<file path="config.mk">
export PLATFORM = sky130hd
export DESIGN_NAME = fp_cmp_seq
export DESIGN_NICKNAME = d
export VERILOG_FILES = /design/src/rtl/fp_cmp_seq.sv
export SDC_FILE = /design/constraint.sdc
export NUM_CORES = 1
export LEC_CHECK = 0
export ABC_CLOCK_PERIOD_IN_PS = 3600
export BUFFER_PORTS_ARGS = -buffer_cell sky130_fd_sc_hd__buf_2
export CAP_MARGIN = 20
export CELL_PAD_IN_SITES_DETAIL_PLACEMENT = 2
export CELL_PAD_IN_SITES_GLOBAL_PLACEMENT = 2
export CORE_UTILIZATION = 32
export CTS_BUF_LIST = sky130_fd_sc_hd__clkbuf_4 sky130_fd_sc_hd__clkbuf_8 sky130_fd_sc_hd__clkbuf_16
export CTS_CLUSTER_DIAMETER = 40
export DETAILED_ROUTE_END_ITERATION = 6
export PLACE_DENSITY = 0.74
export SYNTH_ARGS = -nofsm -noshare
export SYNTH_HDL_FRONTEND = slang
export SYNTH_SLANG_ARGS = --single-unit
</file>
<file path="constraint.sdc">
create_clock -name clk -period 3.6 [get_ports clk]
set_clock_uncertainty 0.05 [all_clocks]
set_input_delay 0.18 -clock clk [delete_from_list [all_inputs] [get_ports clk]]
set_output_delay 0.18 -clock clk [all_outputs]
set_load 0.005 [all_outputs]
</file>
<file path="src/rtl/fp_cmp_seq.sv">
// Compare/min/max sequencer for the FPU: accepts one FEQ/FLT/FLE/FMIN/FMAX op,
// evaluates it in one cycle from registered operands and holds the result until it is consumed.
//
// state  | meaning
// IDLE   | waiting for a request, in_ready=1
// EVAL   | compare unit driven from captured operands, result registered
// RESP   | out_valid=1, result held until out_ready
module fp_cmp_seq #(
  parameter int              FLEN     = 64,
  parameter logic [FLEN-1:0] CANON_SP = 64'hFFFFFFFF7FC00000,
  parameter logic [FLEN-1:0] CANON_DP = 64'h7FF8000000000000
) (
  input  logic            clk,
  input  logic            rst_n,
  input  logic            flush,
  input  logic            in_valid,
  output logic            in_ready,
  input  logic [2:0]      in_op,
  input  logic            in_sp_dp,
  input  logic [FLEN-1:0] in_a,
  input  logic [FLEN-1:0] in_b,
  output logic            out_valid,
  input  logic            out_ready,
  output logic [FLEN-1:0] out_result,
  output logic            out_nv
);

  localparam logic [1:0] S_IDLE = 2'd0;
  localparam logic [1:0] S_EVAL = 2'd1;
  localparam logic [1:0] S_RESP = 2'd2;

  localparam logic [2:0] OP_FEQ  = 3'd0;
  localparam logic [2:0] OP_FLT  = 3'd1;
  localparam logic [2:0] OP_FLE  = 3'd2;
  localparam logic [2:0] OP_FMIN = 3'd3;
  localparam logic [2:0] OP_FMAX = 3'd4;

  logic [1:0]      state;
  logic [2:0]      op_q;
  logic            sp_dp_q;
  logic [FLEN-1:0] a_q;
  logic [FLEN-1:0] b_q;
  logic [FLEN-1:0] result_q;
  logic            nv_q;

  logic            a_nan, b_nan, a_snan, b_snan;
  logic            sign_a, sign_b;
  logic [62:0]     mag_a, mag_b;
  logic            both_zero, eq, lt, le;
  logic            any_nan, any_snan;
  logic [FLEN-1:0] min_sel, max_sel, min_res, max_res;
  logic [FLEN-1:0] result_d;
  logic            nv_d;

  assign in_ready   = (state == S_IDLE);
  assign out_valid  = (state == S_RESP);
  assign out_result = result_q;
  assign out_nv     = nv_q;

  // Field extraction: SP looks only at the low word, upper bits are don't-care.
  always_comb begin
    if (sp_dp_q) begin
      a_nan  = (a_q[62:52] == 11'h7FF) && (a_q[51:0] != 52'd0);
      b_nan  = (b_q[62:52] == 11'h7FF) && (b_q[51:0] != 52'd0);
      a_snan = a_nan && !a_q[51];
      b_snan = b_nan && !b_q[51];
      sign_a = a_q[63];
      sign_b = b_q[63];
      mag_a  = a_q[62:0];
      mag_b  = b_q[62:0];
    end else begin
      a_nan  = (a_q[30:23] == 8'hFF) && (a_q[22:0] != 23'd0);
      b_nan  = (b_q[30:23] == 8'hFF) && (b_q[22:0] != 23'd0);
      a_snan = a_nan && !a_q[22];
      b_snan = b_nan && !b_q[22];
      sign_a = a_q[31];
      sign_b = b_q[31];
      mag_a  = {32'd0, a_q[30:0]};
      mag_b  = {32'd0, b_q[30:0]};
    end
  end

  always_comb begin
    any_nan   = a_nan || b_nan;
    any_snan  = a_snan || b_snan;
    both_zero = (mag_a == 63'd0) && (mag_b == 63'd0);
    eq        = both_zero || ((sign_a == sign_b) && (mag_a == mag_b));
    lt        = 1'b0;
    if (!both_zero) begin
      if (sign_a != sign_b)
        lt = sign_a;
      else if (!sign_a)
        lt = (mag_a < mag_b);
      else
        lt = (mag_a > mag_b);
    end
    le = lt || eq;
  end

  always_comb begin
    min_sel = lt ? a_q : b_q;
    max_sel = lt ? b_q : a_q;
    if (a_nan) begin
      min_sel = b_q;
      max_sel = b_q;
    end else if (b_nan) begin
      min_sel = a_q;
      max_sel = a_q;
    end else if (both_zero && (sign_a != sign_b)) begin
      min_sel = sign_a ? a_q : b_q;
      max_sel = sign_a ? b_q : a_q;
    end
    if (sp_dp_q) begin
      min_res = min_sel;
      max_res = max_sel;
    end else begin
      min_res = {32'hFFFFFFFF, min_sel[31:0]};
      max_res = {32'hFFFFFFFF, max_sel[31:0]};
    end
    if (a_nan && b_nan) begin
      min_res = sp_dp_q ? CANON_DP : CANON_SP;
      max_res = sp_dp_q ? CANON_DP : CANON_SP;
    end
  end

  always_comb begin
    result_d = '0;
    nv_d     = 1'b0;
    case (op_q)
      OP_FEQ: begin
        result_d = {{(FLEN-1){1'b0}}, eq && !any_nan};
        nv_d     = any_snan;
      end
      OP_FLT: begin
        result_d = {{(FLEN-1){1'b0}}, lt && !any_nan};
        nv_d     = any_nan;
      end
      OP_FLE: begin
        result_d = {{(FLEN-1){1'b0}}, le && !any_nan};
        nv_d     = any_nan;
      end
      OP_FMIN: begin
        result_d = min_res;
        nv_d     = any_snan;
      end
      OP_FMAX: begin
        result_d = max_res;
        nv_d     = any_snan;
      end
      default: begin
        result_d = '0;
        nv_d     = 1'b0;
      end
    endcase
  end

  always_ff @(posedge clk or negedge rst_n) begin
    if (!rst_n) begin
      state    <= S_IDLE;
      op_q     <= 3'd0;
      sp_dp_q  <= 1'b0;
      a_q      <= '0;
      b_q      <= '0;
      result_q <= '0;
      nv_q     <= 1'b0;
    end else if (flush) begin
      state <= S_IDLE;
    end else begin
      case (state)
        S_IDLE: begin
          if (in_valid) begin
            op_q    <= in_op;
            sp_dp_q <= in_sp_dp;
            a_q     <= in_a;
            b_q     <= in_b;
            state   <= S_EVAL;
          end
        end
        S_EVAL: begin
          result_q <= result_d;
          nv_q     <= nv_d;
          state    <= S_RESP;
        end
        S_RESP: begin
          if (out_ready)
            state <= S_IDLE;
        end
        default: state <= S_IDLE;
      endcase
    end
  end

endmodule

</file>
==> impl_metrics.yaml, run 1 <==
synthesis:
  seq_area_frac_synth_pct: 42.8
  syn_area_um2: 11600
  synth_edf_count: 0
  yosysUniqueCellTypes: 58
  ys_seq_elements: 199
  syn_nets: 1377
  avgSynthCellArea_um2: 9.88
  ys.flop_type: "dfrtp_1"
  async_flop_share_pct: 100
  synth_cells: 1177
  synth_warnings: 0
worst_setup_path:
  crit_arrival_ns: 3.93
  cpMostUsedCell: "buf_12"
  crit_slowest_cell: "dfrtp_2"
  cp-end-kind: "register"
  worstPathCellList: "buf_12 > and2_1 > ha_1 > nand4_1 > nor4_2 > buf_4 > nand2_1 > o21bai_4 > a21o_1 > and2_4 > mux2i_4 > buf_12 > clkbuf_16 > a221o_1"
  setup.worst_path.class: "reg -> reg"
  cp-start-kind: "register"
  required_ns: 3.90
  path_buf_inv: 4
  worstPathMaxFanout: 32
  slowest_delay_ns: 0.47
  cpLargestDelayFamily: "simple AND/OR/NAND/NOR gates"
power_and_ir_drop:
  p_leak_nw: 6.95
  ir_drop_uv: 311
  power.density_nw_per_um2: 563
route:
  vias: 11500
  dr.pass1.iters: 6
  wl_per_cell_um: 23.8
  wl_um: 47900
  via_per_inst: 5.71
  drc_errors: 18
  drtIter0Drc: 559
  drtAntennaViolNets: 0
cells_and_area:
  drive_above_1_share_pct: 27.9
  fin_util_pct: 44.1
  area_growth_pct: 35.3
  layout_commonest_cell: "buf_2"
  fin_nets: 1734
  final_cell_mix: "202 x buf_2, 198 x dfrtp_1, 139 x nand2_1"
  instances_no_fill: 2010
timing:
  period_share_pct: 101
  fmax_mhz: 276
  hold_violations: 0
  tightest_slew_ns: 0.960
  max-slew-margin-rel_pct: 35.8
  whs_ns: 0.0723
  worst_slack_ns: -0.0289
  rsz0062_at_grt: "yes"
  drv_slew: 0
  setup_viol: 37
  period_minus_slack_ns: 3.63
  setup_tns_ns: -0.549
clock_network:
  cts-buffers-inserted: 17
  cts-root-buf: "clkbuf_16"
  tritoncts: "built"
  cts.clk_slew.worst_paths_ns: 0.07
  h-tree-depth: 4
  clock_latency_ns: 0.47
  cts_sinks: 199
  clk_path_buf_depth: 2
floorplan:
  die_w_um: 193
  dieArea_um2: 37100
  die-height_um: 193
  initial_core_util_pct: 32.6
  io_pins: 204
  num_rows: 69
  core_area_um2: 35700
outcome:
  status: "finished with violations"
  violations: "design-rule violations, negative setup slack"
min_path:
  hold_class: "in -> reg"
global_route:
  antenna_found_initial: 2
  grt_pass1_vias: 12600
  grt_max_degree: 92
  grt_overflow_total: 0
  grt_pass1_wl_um: 72200
  grt_util_all_layers_pct: 25.5
job:
  maxCapViolations: 0
placed_design:
  place_congestion: 0.817
  dp_cells: 1831
  portBuffers: 203
  dp_hpwl_um: 31700
## worst paths after layout
kind                       slack [ns]  cells past startpoint                         end                  startpoint
min reg2reg                      0.45                      1  out_result[15]$_DFFE_PN0P_  out_result[15]$_DFFE_PN0P_
min in group asynchronous        0.31                      2          a_q[8]$_DFFE_PN0P_                       rst_n
max reg2reg                     -0.03                     14  out_result[51]$_DFFE_PN0P_         sp_dp_q$_DFFE_PN0P_
min                              0.07                      3        state[1]$_DFFE_PN0P_                   out_ready
max in group asynchronous        2.21                      3  out_result[47]$_DFFE_PN0P_                       rst_n
max                             -0.03                     14  out_result[51]$_DFFE_PN0P_         sp_dp_q$_DFFE_PN0P_
## layout make-up
class                      count  area [µm²]
clock buffer                  17         425
fill                        3766       19900
clock inverter                15         169
antenna                        2        5.00
sequential                   199        4980
timing repair buffer         419        3160
inverter                      51         191
multi-input combinational    846        6220
tap                          461         577
## routing by layer
metal | GRT usage (%) | vias to the layer above | wire length, µm
met5 | 0 | - | 0
met4 | 10.3 | 0 | 1300
met3 | 4.18 | 72 | 1860
met2 | 42.8 | 300 | 23700
met1 | 32.5 | 5942 | 21100
li1 | - | 5163 | -
## registers in the layout, summed over array words and instances (netlist names)
register    cells
sp_dp_q         1
b_q            64
a_q            64
out_nv          1
out_result     64
op_q            3
state           2
## kinds of logic after synthesis
group	synth area share, %
buffers and inverters	4.76
adder cells (fa/ha/maj)	6.78
multiplexers	10.7
XOR/XNOR	0.0753
AND/OR/NAND/NOR	13.4
AO/OA/AOI/OAI	21.5
flip-flops	42.8
## per-stage QoR
step	cell area, µm²	total power [W]	setup WS [ns]
after floorplan	11600	0.00516	0.104
after global placement	13600	0.00634	0.0924
after detailed placement	13600	0.00652	-0.0190
after CTS	15500	0.00871	0.0273
after global routing	15700	0.00936	-0.182
final	15700	0.00886	-0.0289
## Yosys cell counts, types with 21 or more instances
cell type | number | share of area [%]
a32o_1 | 22 | 1.9
mux2i_1 | 25 | 2.2
a21oi_1 | 40 | 1.7
a22o_1 | 54 | 4.1
nor4_1 | 29 | 1.6
inv_1 | 51 | 1.6
nand3_1 | 31 | 1.3
o21ai_0 | 80 | 3.4
nand4_1 | 28 | 1.5
nand2_1 | 140 | 4.5
ha_1 | 63 | 6.8
o22ai_1 | 47 | 2.5
dfrtp_1 | 199 | 43
nor2_1 | 32 | 1.0
o211ai_1 | 21 | 1.4
and2_1 | 32 | 1.7
a221o_1 | 41 | 3.5
clkbuf_1 | 63 | 2.0
mux2_2 | 87 | 8.4
## what timing repair did
action                     in CTS  in global routing
gates resized for setup         4                  6
pin swaps                       0                 11
setup buffers                   0                  8
hold endpoints to repair      215                  0
hold buffers                  134                  0
setup endpoints to repair      42                 55
gates cloned                    0                  3
## power by group
part           internal [W]  leakage (nW)  switching (W)
Clock               0.00104         0.288       0.000984
Sequential          0.00278          2.48       0.000683
Combinational       0.00171          4.19        0.00166
Total               0.00553          6.95        0.00333
## worst reg2reg max path: stages (launching register included)
cell and delay [ns]:
dfrtp_2 0.47, buf_12 0.18, and2_1 0.16, ha_1 0.31, nand4_1 0.21, nor4_2 0.36
buf_4 0.16, nand2_1 0.11, o21bai_4 0.24, a21o_1 0.20, and2_4 0.19, mux2i_4 0.20
buf_12 0.15, clkbuf_16 0.17, a221o_1 0.35
Note: power is estimated with default switching activity, not from simulation.
==> inputs of run 2 (changes only) <==
--- a/config.mk
+++ b/config.mk
@@ -14,7 +14,7 @@
 export CTS_BUF_LIST = sky130_fd_sc_hd__clkbuf_4 sky130_fd_sc_hd__clkbuf_8 sky130_fd_sc_hd__clkbuf_16
 export CTS_CLUSTER_DIAMETER = 40
 export DETAILED_ROUTE_END_ITERATION = 6
-export PLACE_DENSITY = 0.74
+export PLACE_DENSITY = 0.76
 export SYNTH_ARGS = -nofsm -noshare
 export SYNTH_HDL_FRONTEND = slang
 export SYNTH_SLANG_ARGS = --single-unit
==> impl_metrics.yaml, run 2 (synthesized netlist as in run 1, its figures left out) <==
floorplan:
  die-height_um: 193
  num_rows: 69
  io_pins: 204
  core_area_um2: 35700
  die_w_um: 193
  dieArea_um2: 37100
  initial_core_util_pct: 32.6
power_and_ir_drop:
  ir_drop_uv: 331
  power.density_nw_per_um2: 571
  p_leak_nw: 7.06
global_route:
  grt_util_all_layers_pct: 26.8
  grt_pass1_wl_um: 75800
  grt_overflow_total: 0
  grt_max_degree: 95
  grt_pass1_vias: 12900
  antenna_found_initial: 1
worst_setup_path:
  crit_arrival_ns: 3.94
  worstSetupEndpoint: "out_result[47]$_DFFE_PN0P_"
  r2r-start: "sp_dp_q$_DFFE_PN0P_"
  startpoint: "sp_dp_q$_DFFE_PN0P_"
  r2r_setup_slack_ns: -0.05
  cpMostUsedCell: "buf_4"
  required_ns: 3.90
  r2r_cells: 15
  slowest_delay_ns: 0.52
  crit_slowest_cell: "dfrtp_2"
  r2r-end: "out_result[47]$_DFFE_PN0P_"
  worstPathMaxFanout: 23
  worstPathCellList: "clkbuf_16 > and2_1 > ha_1 > nand4_1 > buf_4 > nor3_1 > nand2_1 > o211ai_1 > nor3_2 > buf_4 > a21o_1 > and2_4 > mux2i_4 > buf_12 > a221o_1"
  cp-end-kind: "register"
  cp-start-kind: "register"
  setup.worst_path.class: "reg -> reg"
route:
  wl_um: 49600
  via_per_inst: 5.71
  drc_errors: 26
  vias: 11600
  drtIter0Drc: 719
  dr.pass1.iters: 7
  drtAntennaViolNets: 0
  wl_per_cell_um: 24.5
timing:
  period_share_pct: 101
  setup_viol: 28
  worst_slack_ns: -0.0456
  max-slew-margin-rel_pct: 43.9
  rsz0062_at_grt: "yes"
  fmax_mhz: 274
  tightest_slew_ns: 0.841
  period_minus_slack_ns: 3.65
  hold_violations: 0
  drv_slew: 0
placed_design:
  pre_cts_slack_ns: 0.0111
  dp_hpwl_um: 32000
  place_area_um2: 13800
  place_congestion: 0.809
  portBuffers: 203
clock_network:
  cts-buffers-inserted: 17
  cts.clk_slew.worst_paths_ns: 0.09
  clk_path_buf_depth: 2
  tritoncts: "built"
  h-tree-depth: 4
  cts-root-buf: "clkbuf_16"
  clock_latency_ns: 0.47
  cts_sinks: 199
cells_and_area:
  drive_above_1_share_pct: 29.5
  antennaDiodeCount: 0
  final_area_um2: 15900
  layout_commonest_cell: "buf_2"
  fillers: 3781
  regArea_um2: 4980
  multiInputGateArea_um2: 6270
  area_growth_pct: 37.2
  fin_nets: 1752
  final_cell_mix: "202 x buf_2, 198 x dfrtp_1, 140 x nand2_1"
outcome:
  status: "finished with violations"
  violations: "design-rule violations, negative setup slack"
job:
  maxCapViolations: 0
min_path:
  hold_class: "in -> reg"
run 2: metal layers:
| metal | global-route usage (%) | share of wire, % |
|---|---|---|
| met5 | 0 | 0 |
| met4 | 9.42 | 2.5 |
| met3 | 4.06 | 3.8 |
| met2 | 46.2 | 51 |
| met1 | 33.8 | 43 |
run 2: per-stage QoR:
stage / power [W] / hold WS [ns] / std cells / util [%] / setup TNS [ns]
3_3_place_gp: 0.00646 / 0.301 / 1851 / 38.7 / 0
2_1_floorplan: 0.00516 / -0.166 / 1177 / - / 0
5_1_grt: 0.00959 / 0.0551 / 2026 / 44.7 / -11.78
3_5_place_dp: 0.00665 / 0.298 / 1851 / 38.7 / 0
4_1_cts: 0.00891 / 0.0352 / 2019 / 44.2 / 0
6_report: 0.00911 / 0.0596 / 2026 / 44.7 / -0.485
run 2: worst min-delay path by stage:
stage	from	to	slack, ns	cells after the start
5_1_grt	in_sp_dp	sp_dp_q$_DFFE_PN0P_	0.06	3
2_1_floorplan	rst_n	a_q[0]$_DFFE_PN0P_	-0.17	0
4_1_cts	in_sp_dp	sp_dp_q$_DFFE_PN0P_	0.04	3
3_5_place_dp	rst_n	a_q[8]$_DFFE_PN0P_	0.30	1
3_3_place_gp	rst_n	a_q[11]$_DFFE_PN0P_	0.30	1
6_report	in_sp_dp	sp_dp_q$_DFFE_PN0P_	0.06	3
run 2: final cells by class:
class | count | share of cell area (%)
clock inverters | 15 | 1.04
repair buffers | 437 | 20.9
multi-input cells | 846 | 39.3
clock buffers | 17 | 2.67
well taps | 461 | 3.62
inverters | 51 | 1.22
flip-flops and latches | 199 | 31.2
run 2: worst max-delay path: cells and delay by family (launching register included):
| kind | cells | cell delay, ns |
|---|---|---|
| AOI/OAI and AO/OA | 3 | 0.67 |
| adders and majority gates | 1 | 0.30 |
| DFF | 1 | 0.52 |
| muxes | 1 | 0.21 |
| buffers and inverters | 4 | 0.77 |
| and+or+nand+nor | 6 | 0.98 |
run 2: power breakdown:
group	switching (W)	leakage, nW	total (W)	internal, W
Combinational	0.00177	4.30	0.00357	0.00181
Clock	0.00104	0.288	0.00208	0.00104
Sequential	0.000672	2.48	0.00345	0.00278
Total	0.00348	7.06	0.00911	0.00563
run 2: timing repair:
| item | 4_1_cts | 5_1_grt |
|---|---|---|
| hold endpoints to repair | 224 | 0 |
| hold buffers | 134 | 0 |
| setup buffers | 2 | 4 |
| gates cloned | 0 | 3 |
| resized for setup | 4 | 18 |
| setup endpoints to repair | 19 | 62 |
| pin swaps | 1 | 8 |
